$ cat src/rtl/spi_flash_reader_pkg.sv
// -----------------------------------------------------------------------------
// spi_flash_reader_pkg
// Shared definitions for the SPI flash read sequencer: FSM state encoding,
// header length, flash opcodes, and the header byte selector.
// -----------------------------------------------------------------------------
package spi_flash_reader_pkg;

    typedef enum logic [2:0] {
        ST_IDLE,
        ST_SETUP,
        ST_ISSUE,
        ST_WAIT_RISE,
        ST_WAIT_FALL,
        ST_HOLD,
        ST_DONE
    } state_e;

    // Opcode byte plus three address bytes precede the data phase.
    localparam int unsigned HDR_BYTES = 4;

    localparam logic [7:0] OP_READ      = 8'h03;
    localparam logic [7:0] OP_FAST_READ = 8'h0B;
    localparam logic [7:0] OP_RDSR      = 8'h05;

    // Header byte by position: opcode, then address MSB first.
    function automatic logic [7:0] header_byte(input logic [1:0]  sel,
                                               input logic [7:0]  cmd,
                                               input logic [23:0] addr);
        logic [7:0] b;
        case (sel)
            2'd0:    b = cmd;
            2'd1:    b = addr[23:16];
            2'd2:    b = addr[15:8];
            default: b = addr[7:0];
        endcase
        return b;
    endfunction

endpackage

$ cat src/rtl/spi_flash_reader.sv
// -----------------------------------------------------------------------------
// spi_flash_reader
// Sequences one flash READ transaction on top of an SPI byte engine: drops
// chip select, sends opcode + 24-bit address, then clocks dummy bytes and
// returns each received data byte on a one-cycle strobe.
//
// Ports
//   clk_i, rst_i          clock, synchronous active-high reset
//   start_i               request pulse, sampled only while idle
//   addr_i, len_i         start address and byte count, latched on start
//   rd_data_o, rd_valid_o received data byte and its strobe
//   done_o                end-of-transaction strobe
//   ctrl_busy_o           high from accepted start through the done cycle
//   flash_cs_n_o          flash chip select, active low
//   spi_tx_data_o         byte handed to the engine
//   spi_write_o           one-cycle write pulse to the engine
//   spi_busy_i            engine busy
//   spi_rx_data_i         engine received byte, valid once busy falls
// -----------------------------------------------------------------------------
module spi_flash_reader
    import spi_flash_reader_pkg::*;
#(
    parameter int unsigned LEN_W      = 16,
    parameter logic [7:0]  READ_CMD   = OP_READ,
    parameter logic [7:0]  DUMMY_BYTE = 8'h00,
    parameter int unsigned CS_SETUP   = 2,
    parameter int unsigned CS_HOLD    = 2
) (
    input  logic             clk_i,
    input  logic             rst_i,
    input  logic             start_i,
    input  logic [23:0]      addr_i,
    input  logic [LEN_W-1:0] len_i,
    output logic [7:0]       rd_data_o,
    output logic             rd_valid_o,
    output logic             done_o,
    output logic             ctrl_busy_o,
    output logic             flash_cs_n_o,
    output logic [7:0]       spi_tx_data_o,
    output logic             spi_write_o,
    input  logic             spi_busy_i,
    input  logic [7:0]       spi_rx_data_i
);

    // One down-counter serves both chip-select setup and hold timing.
    localparam int unsigned CNT_MAX = (CS_SETUP > CS_HOLD) ? CS_SETUP : CS_HOLD;
    localparam int unsigned CNT_W   = (CNT_MAX > 1) ? $clog2(CNT_MAX) : 1;
    // Byte index spans header + up to 2^LEN_W-1 data bytes without overflow.
    localparam int unsigned IDX_W   = LEN_W + 1;

    localparam logic [CNT_W-1:0] SETUP_LOAD = CNT_W'(CS_SETUP - 1);
    localparam logic [CNT_W-1:0] HOLD_LOAD  = CNT_W'(CS_HOLD - 1);
    localparam logic [IDX_W-1:0] HDR_CNT    = IDX_W'(HDR_BYTES);

    state_e             state_q, state_d;
    logic [CNT_W-1:0]   cnt_q, cnt_d;
    logic [IDX_W-1:0]   idx_q, idx_d;
    logic [23:0]        addr_q, addr_d;
    logic [LEN_W-1:0]   len_q, len_d;
    logic [7:0]         tx_q, tx_d;
    logic [7:0]         rd_data_q, rd_data_d;
    logic               rd_valid_q, rd_valid_d;
    logic               cs_n_q, cs_n_d;
    logic               write_q, write_d;
    logic               done_q, done_d;
    logic               busy_q, busy_d;

    logic               cnt_zero;
    logic [IDX_W-1:0]   idx_inc;
    logic               last_byte;

    assign cnt_zero  = (cnt_q == '0);
    assign idx_inc   = idx_q + IDX_W'(1);
    assign last_byte = (idx_inc == (IDX_W'(len_q) + HDR_CNT));

    // ---------------------------------------------------------------- state register
    always_ff @(posedge clk_i) begin
        // NOTE: clocked blocks use non-blocking (<=) so every register samples
        // pre-edge values regardless of statement order.
        if (rst_i) begin
            state_q <= ST_IDLE;
        end else begin
            state_q <= state_d;
        end
    end

    // ---------------------------------------------------------------- next state
    always_comb begin
        // NOTE: every combinational output gets a default first; any path that
        // leaves one unassigned would infer a latch.
        state_d = state_q;
        case (state_q)
            ST_IDLE: begin
                if (start_i) begin
                    state_d = (len_i != '0) ? ST_SETUP : ST_DONE;
                end
            end
            ST_SETUP:     if (cnt_zero)    state_d = ST_ISSUE;
            ST_ISSUE:                      state_d = ST_WAIT_RISE;
            ST_WAIT_RISE: if (spi_busy_i)  state_d = ST_WAIT_FALL;
            ST_WAIT_FALL: begin
                if (!spi_busy_i) begin
                    state_d = last_byte ? ST_HOLD : ST_ISSUE;
                end
            end
            ST_HOLD:      if (cnt_zero)    state_d = ST_DONE;
            ST_DONE:                       state_d = ST_IDLE;
            default:                       state_d = ST_IDLE;
        endcase
    end

    // ---------------------------------------------------------------- outputs / datapath
    always_comb begin
        cnt_d      = cnt_q;
        idx_d      = idx_q;
        addr_d     = addr_q;
        len_d      = len_q;
        tx_d       = tx_q;
        rd_data_d  = rd_data_q;
        rd_valid_d = 1'b0;

        // Handshake outputs are decoded from the next state and registered,
        // so chip select and strobes are glitch-free and line up with state.
        cs_n_d  = !(state_d inside {ST_SETUP, ST_ISSUE, ST_WAIT_RISE, ST_WAIT_FALL});
        write_d = (state_d == ST_ISSUE);
        done_d  = (state_d == ST_DONE);
        busy_d  = (state_d != ST_IDLE);

        case (state_q)
            ST_IDLE: begin
                if (start_i && (len_i != '0)) begin
                    addr_d = addr_i;
                    len_d  = len_i;
                    idx_d  = '0;
                    cnt_d  = SETUP_LOAD;
                end
            end
            ST_SETUP, ST_HOLD: begin
                if (!cnt_zero) cnt_d = cnt_q - CNT_W'(1);
            end
            ST_WAIT_FALL: begin
                if (!spi_busy_i) begin
                    idx_d = idx_inc;
                    if (idx_q >= HDR_CNT) begin
                        rd_data_d  = spi_rx_data_i;
                        rd_valid_d = 1'b1;
                    end
                    if (last_byte) cnt_d = HOLD_LOAD;
                end
            end
            default: ;
        endcase

        // Load the outgoing byte on ISSUE entry; it holds until the next ISSUE.
        if (state_d == ST_ISSUE) begin
            tx_d = (idx_d < HDR_CNT) ? header_byte(idx_d[1:0], READ_CMD, addr_q)
                                     : DUMMY_BYTE;
        end
    end

    always_ff @(posedge clk_i) begin
        if (rst_i) begin
            cnt_q      <= '0;
            idx_q      <= '0;
            addr_q     <= '0;
            len_q      <= '0;
            tx_q       <= 8'h00;
            rd_data_q  <= 8'h00;
            rd_valid_q <= 1'b0;
            cs_n_q     <= 1'b1;
            write_q    <= 1'b0;
            done_q     <= 1'b0;
            busy_q     <= 1'b0;
        end else begin
            cnt_q      <= cnt_d;
            idx_q      <= idx_d;
            addr_q     <= addr_d;
            len_q      <= len_d;
            tx_q       <= tx_d;
            rd_data_q  <= rd_data_d;
            rd_valid_q <= rd_valid_d;
            cs_n_q     <= cs_n_d;
            write_q    <= write_d;
            done_q     <= done_d;
            busy_q     <= busy_d;
        end
    end

    assign rd_data_o     = rd_data_q;
    assign rd_valid_o    = rd_valid_q;
    assign done_o        = done_q;
    assign ctrl_busy_o   = busy_q;
    assign flash_cs_n_o  = cs_n_q;
    assign spi_tx_data_o = tx_q;
    assign spi_write_o   = write_q;

endmodule

$ cat config.mk
export PLATFORM = sky130hd
export DESIGN_NAME = spi_flash_reader
export DESIGN_NICKNAME = d
export VERILOG_FILES = /design/src/rtl/spi_flash_reader_pkg.sv /design/src/rtl/spi_flash_reader.sv
export SDC_FILE = /design/constraint.sdc
export NUM_CORES = 1
export LEC_CHECK = 0
export ABC_AREA = 0
export ABC_CLOCK_PERIOD_IN_PS = 3100
export CAP_MARGIN = 20
export CORE_MARGIN = 1.5
export CORE_UTILIZATION = 35
export DETAILED_ROUTE_END_ITERATION = 6
export PLACE_DENSITY = 0.59
export SYNTH_ARGS = -nofsm -noshare
export SYNTH_HDL_FRONTEND = slang
export SYNTH_SLANG_ARGS = --single-unit
export TNS_END_PERCENT = 20
$ cat constraint.sdc
create_clock -name clk_i -period 3.1 [get_ports clk_i]
set_input_delay 0.93 -clock clk_i [delete_from_list [all_inputs] [get_ports clk_i]]
set_output_delay 0.93 -clock clk_i [all_outputs]
set_load 0.03 [all_outputs]
### Word level (Yosys, flattened, before mapping)

Index checks and enable logic that the tools add are counted.

* bits in registers: 82
* output and inout bits: 21
* logic and storage cells: 67

* add/subtract/negate cells: 3
* $lt $le $gt $ge: 2
* equal/unequal tests: 16
* multiplexer cells: 19
* bitwise logic cells: 2
* reduce and logical (&&, ||, !) cells: 13

Operator list (count)
* 17-bit two-way mux: 2
* 17-bit case mux with 2 select lines: 1
* 8-bit case mux with 3 select lines: 1
* 3-bit two-way mux: 7
* 3-bit case mux with 6 select lines: 1
* 16-bit by 3-bit adder with 17-bit output, second input constant: 1
* 17-bit by 1-bit adder with 17-bit output, second input constant: 1
* 17-bit == test: 1
* 17-bit by 3-bit >= comparator with 1-bit output, second input constant: 1
* 17-bit by 3-bit less-than comparator with 1-bit output, second input constant: 1
* 16-bit nonzero test: 1
* 3-bit by 2-bit == test with 1-bit output, second input constant: 4
* 3-bit == test, second input constant: 4
* 8-bit two-way mux: 1
* 3-bit by 1-bit == test with 1-bit output, second input constant: 2
* 2-bit inequality test, second input constant: 3
* 3-bit nonzero test: 2
* 1-bit two-way mux: 5
* 4-bit AND reduction: 1
* 4-bit nonzero test: 1
* 3-bit zero test: 1
* 1-bit case mux with 3 select lines: 1
* 3-bit AND reduction: 1
* 3-bit OR reduction: 1
* other kinds (9): 10

### Logic depth before layout (Yosys ltp)

Gate-level depths: netlist (run 1).

* depth in word-level cells: 8
* depth in mapped cells: 11
* gate-level depth less buffers: 9

### Worst setup path before layout (run 1)

No wires, ideal clock.

* path kind: flip-flop to flip-flop
* start: reg idx_q[0]
* end: reg tx_q[0] (netlist: spi_tx_data_o[0])
* library setup time: 0.121 ns
* arrival: 2.920 ns
* data required time: 2.979 ns
* path slack: 0.058 ns
* stages on the path, launching flop included: 12
* buffers on the path: 2
* clock period less this slack: 3.042 ns
* cells stage by stage: dfxtp_1 -> ha_1 -> buf_4 -> nand3_2 -> or4_4 -> o211a_1 -> or4b_4 -> nor4_2 -> and4_4 -> o22a_1 -> buf_6 -> mux2_4

* cells in the longest elaborated chain, start to end: 6
* elaborated cells between the ends (all ways): 15
* classes of those cells: 1 x add/sub; 1 x order compare; 4 x eq/ne; 8 x mux; 1 x reduce/logical

Ends and longest elaborated chain
* from (decl): line spi_flash_reader.sv:57 `logic [IDX_W-1:0] idx_q, idx_d;`
* from (signal assigned): line spi_flash_reader.sv:176 `idx_q <= idx_d;`
* parallel branches: the longest is 6 deep, another holds 17-bit by 1-bit adder with 17-bit output
* to (signal assigned): line spi_flash_reader.sv:179 `tx_q <= tx_d;`
* to (decl): line spi_flash_reader.sv:60 `logic [7:0] tx_q, tx_d;`

Several ways; the timed one is not identified.
A chain may end at the register's enable or synchronous reset.

### Worst setup path after layout (run 1)

* start: reg idx_q[3]
* end: reg tx_q[0] (netlist: spi_tx_data_o[0])

* cells in the longest elaborated chain, start to end: 6
* elaborated cells between the ends (all ways): 11
* classes of those cells: 1 x add/sub; 1 x order compare; 2 x eq/ne; 7 x mux

Ends and longest elaborated chain
* parallel branches: the longest is 6 deep, another holds 17-bit by 1-bit adder with 17-bit output

Several ways; the timed one is not identified.

==> out/metrics.cfg, run 1 <==
[hold_path]
hold_path_class = flop to flop

[route]
drc = 0
ant_nets = 0
drtIter0Drc = 287
vias_per_cell = 5.17
avgRoutedWirePerCell_um = 15.0
wl_um = 13100
first_pass_iters = 5
dr_total_vias = 4519

[cells_and_area]
nets = 752
area_growth_pct = 40.1
drive_gt1_frac = 0.198
antennaDiodeCount = 0
final_util = 0.505

[critical_path]
cp-end-kind = flop
worstPathMaxFanout = 12
crit_path_start_kind = flop
crit_required_ps = 3330
crit_arrival_ps = 3250
path_class = flop to flop

[clocking]
clkTransAtPathRegs_ps = 70
ctsHtreeMaxLevel = 3
cts_sinks = 82
holdBufCountCts = 0
cts_made_buffers = 9
cts_tree = yes
worstSkewPairLatency_ps = 350
root_buffer = clkbuf_16
cts_buffer_depth = 2

[sta]
rsz0062_at_grt = yes
setup_viol = 0
fmax_mhz = 332
maxSlewViolCount = 0
hold_viol_final = 0
fin_crit_ps = 3010
fin_crit_sh = 0.972
finClkSkew_ps = 5.67
maxSlewHeadroom = 0.336
worst_pin_slew_ps = 996

[grt]
antenna_found_initial = 0
grt_max_degree = 58
grt_first_pass_wirelength_um = 20700
grt_pass1_vias = 4274
gr-total-overflow = 0
gr-usage-all-layers = 0.195

[job]
maxCapViolCount = 0

[synthesis]
synth_edf_count = 0
synthSimpleGateAreaFrac = 0.291
synth_mux_area_frac = 0.0578
synth_cell_types = 68
synth_compound_area_frac = 0.165
yosysWarnings = 0
synth_fa_ha_area_frac = 0.00822
syn-cell-area_mm2 = 0.00457
synth_top_family_by_area = simple AND/OR/NAND/NOR gates
synth_fp_nets = 626
synth_flop_cell = dfxtp_1
ys_seq_area_frac = 0.359
ys_ff_latch = 82
synthCells = 571
async_flop_share = 0
syn_area_per_cell_um2 = 8.00
synth_xor_xnor_area_share = 0.0600

[power_and_ir_drop]
p_leak_nw = 2.53
peakVddDrop_mv = 0.318
total_power_mw = 2.81
power_density_mw_per_mm2 = 440

[place]
globalplace.congestion = 0.895
port_buffers = 72
dp_hpwl_um = 9600

[floorplan]
fp.dieW_um = 117
rows = 41
start_util = 0.361
core_mm2 = 0.0127
io_pins = 73
die_area_mm2 = 0.0137
fp.dieH_um = 117

[outcome]
status = completed

## per-layer routing
layer / global-route usage / vias up / wire length, um
li1: - / 2284 / -
met1: 0.234 / 2101 / 5680
met2: 0.340 / 118 / 6550
met3: 0.0417 / 16 / 621
met4: 0.0787 / 0 / 220
met5: 0 / - / 0
## Yosys cell counts (4+ instances only)
cell	count	area, um2
clkbuf_1	23	86.3
nand2_1	89	334
buf_2	4	20.0
and2_1	4	25.0
mux2i_1	20	200
a211oi_1	5	37.5
a21oi_1	57	285
a31oi_1	8	50.1
xor2_1	6	52.6
inv_1	13	48.8
or3b_1	6	52.6
buf_4	9	67.6
or3_1	6	37.5
nor2_1	39	146
and3_1	5	31.3
a22oi_1	4	30.0
nor3_1	13	65.1
nand3_1	25	125
nor4_1	14	87.6
o2bb2ai_1	7	61.3
buf_1	5	18.8
dfxtp_1	82	1640
nor2b_1	10	62.6
o21ai_0	12	60.1
nand4_1	12	75.1
nand2b_1	10	62.6
xnor2_1	20	175
## logic make-up after synthesis
| family | count (synthesis) |
|---|---|
| xor+xnor | 28 |
| mux | 25 |
| fa+ha+maj | 3 |
| buf+inv | 56 |
| flops | 82 |
| compound gates | 121 |
| simple gates | 256 |
## where the power goes
group / internal [mW] / switching, mW
logic: 0.264 / 0.280
clock network: 0.628 / 0.460
registers: 1.12 / 0.0575
## timing repair
| action | in CTS | in global routing |
|---|---|---|
| buffers inserted | 0 | 9 |
| setup endpoints to repair | 13 | 11 |
| pin swaps | 0 | 11 |
| resized for setup | 9 | 30 |
## worst paths after layout
| path | from | to | slack [ps] | depth (start not counted) |
|---|---|---|---|---|
| worst max-delay path | idx_q[3] | spi_tx_data_o[0] | 90 | 9 |
| worst max register to register | idx_q[3] | spi_tx_data_o[0] | 90 | 9 |
| worst min-delay path | addr_q[11] | addr_q[11] | 460 | 2 |
| worst min register to register | addr_q[11] | addr_q[11] | 460 | 2 |
## sequential cells by signal, summed over array words and instances (netlist names)
signal,flops
done_o,1
idx_q,17
state_q,3
rd_valid_o,1
addr_q,24
spi_tx_data_o,8
cnt_q,1
spi_write_o,1
ctrl_busy_o,1
len_q,16
flash_cs_n_o,1
rd_data_o,8
## per-stage QoR
step | area [um2] | TNS, ps | cells | setup WS [ps] | hold WS, ps
detailed placement | 5870 | -19720 | 849 | -652 | 449
global route | 6400 | -81.7 | 874 | -35.2 | 471
CTS | 6240 | 0 | 865 | 8.70 | 458
global placement | 5870 | -15810 | 849 | -556 | 444
floorplan | 4570 | 0 | 571 | 58.2 | 433
finish | 6400 | 0 | 874 | 87.6 | 456
## placed cells by master, fill, tap and decap left out, types with 3 or more instances in the layout
cell	instances
or4_1	3
and2_1	4
a21o_1	3
nor2_1	39
a31oi_1	8
nor4_4	5
clkinvlp_4	3
nor2b_1	10
nor3_1	11
a21oi_1	57
clkbuf_16	9
o31a_1	3
inv_1	13
nand2_1	89
or3b_1	6
or3_1	6
o21ai_0	10
nand4_1	12
mux2i_1	20
a22oi_1	3
dfxtp_1	79
o21a_1	3
xnor2_1	20
dlymetal6s2s_1	13
o2bb2ai_1	7
xor2_1	6
o22ai_1	3
buf_4	83
nor4_1	9
dfxtp_2	3
a211oi_1	5
nand2b_1	10
nand3_1	25
and3_1	4
clkdlybuf4s50_1	58
mux2_2	3
## critical path, stage by stage (launching register included)
cell     delay, ps
dfxtp_1        390
nand4_4        230
or4_4          580
o211a_1        120
or4b_4         550
nor4_4         150
and4_4         290
o22a_1         150
buf_6          130
mux2_4         290
## final cells by class
type	count	area, um2
multi-input cells	433	2780
clock buffers	9	225
clock inverters	7	75.1
inverters	13	48.8
fillers	1261	6270
flip-flops and latches	82	1650
repair buffers	158	1410
well taps	172	215
Note: power is estimated with default switching activity, not from simulation.
==> inputs of run 2 (changes only) <==
--- a/config.mk
+++ b/config.mk
@@ -11,6 +11,7 @@
 export CORE_MARGIN = 1.5
 export CORE_UTILIZATION = 35
 export DETAILED_ROUTE_END_ITERATION = 6
+export HOLD_SLACK_MARGIN = 0.05
 export PLACE_DENSITY = 0.59
 export SYNTH_ARGS = -nofsm -noshare
 export SYNTH_HDL_FRONTEND = slang
==> results of run 2 <==
Same layout as run 1: the final DEF is identical, and so are final timing and power.
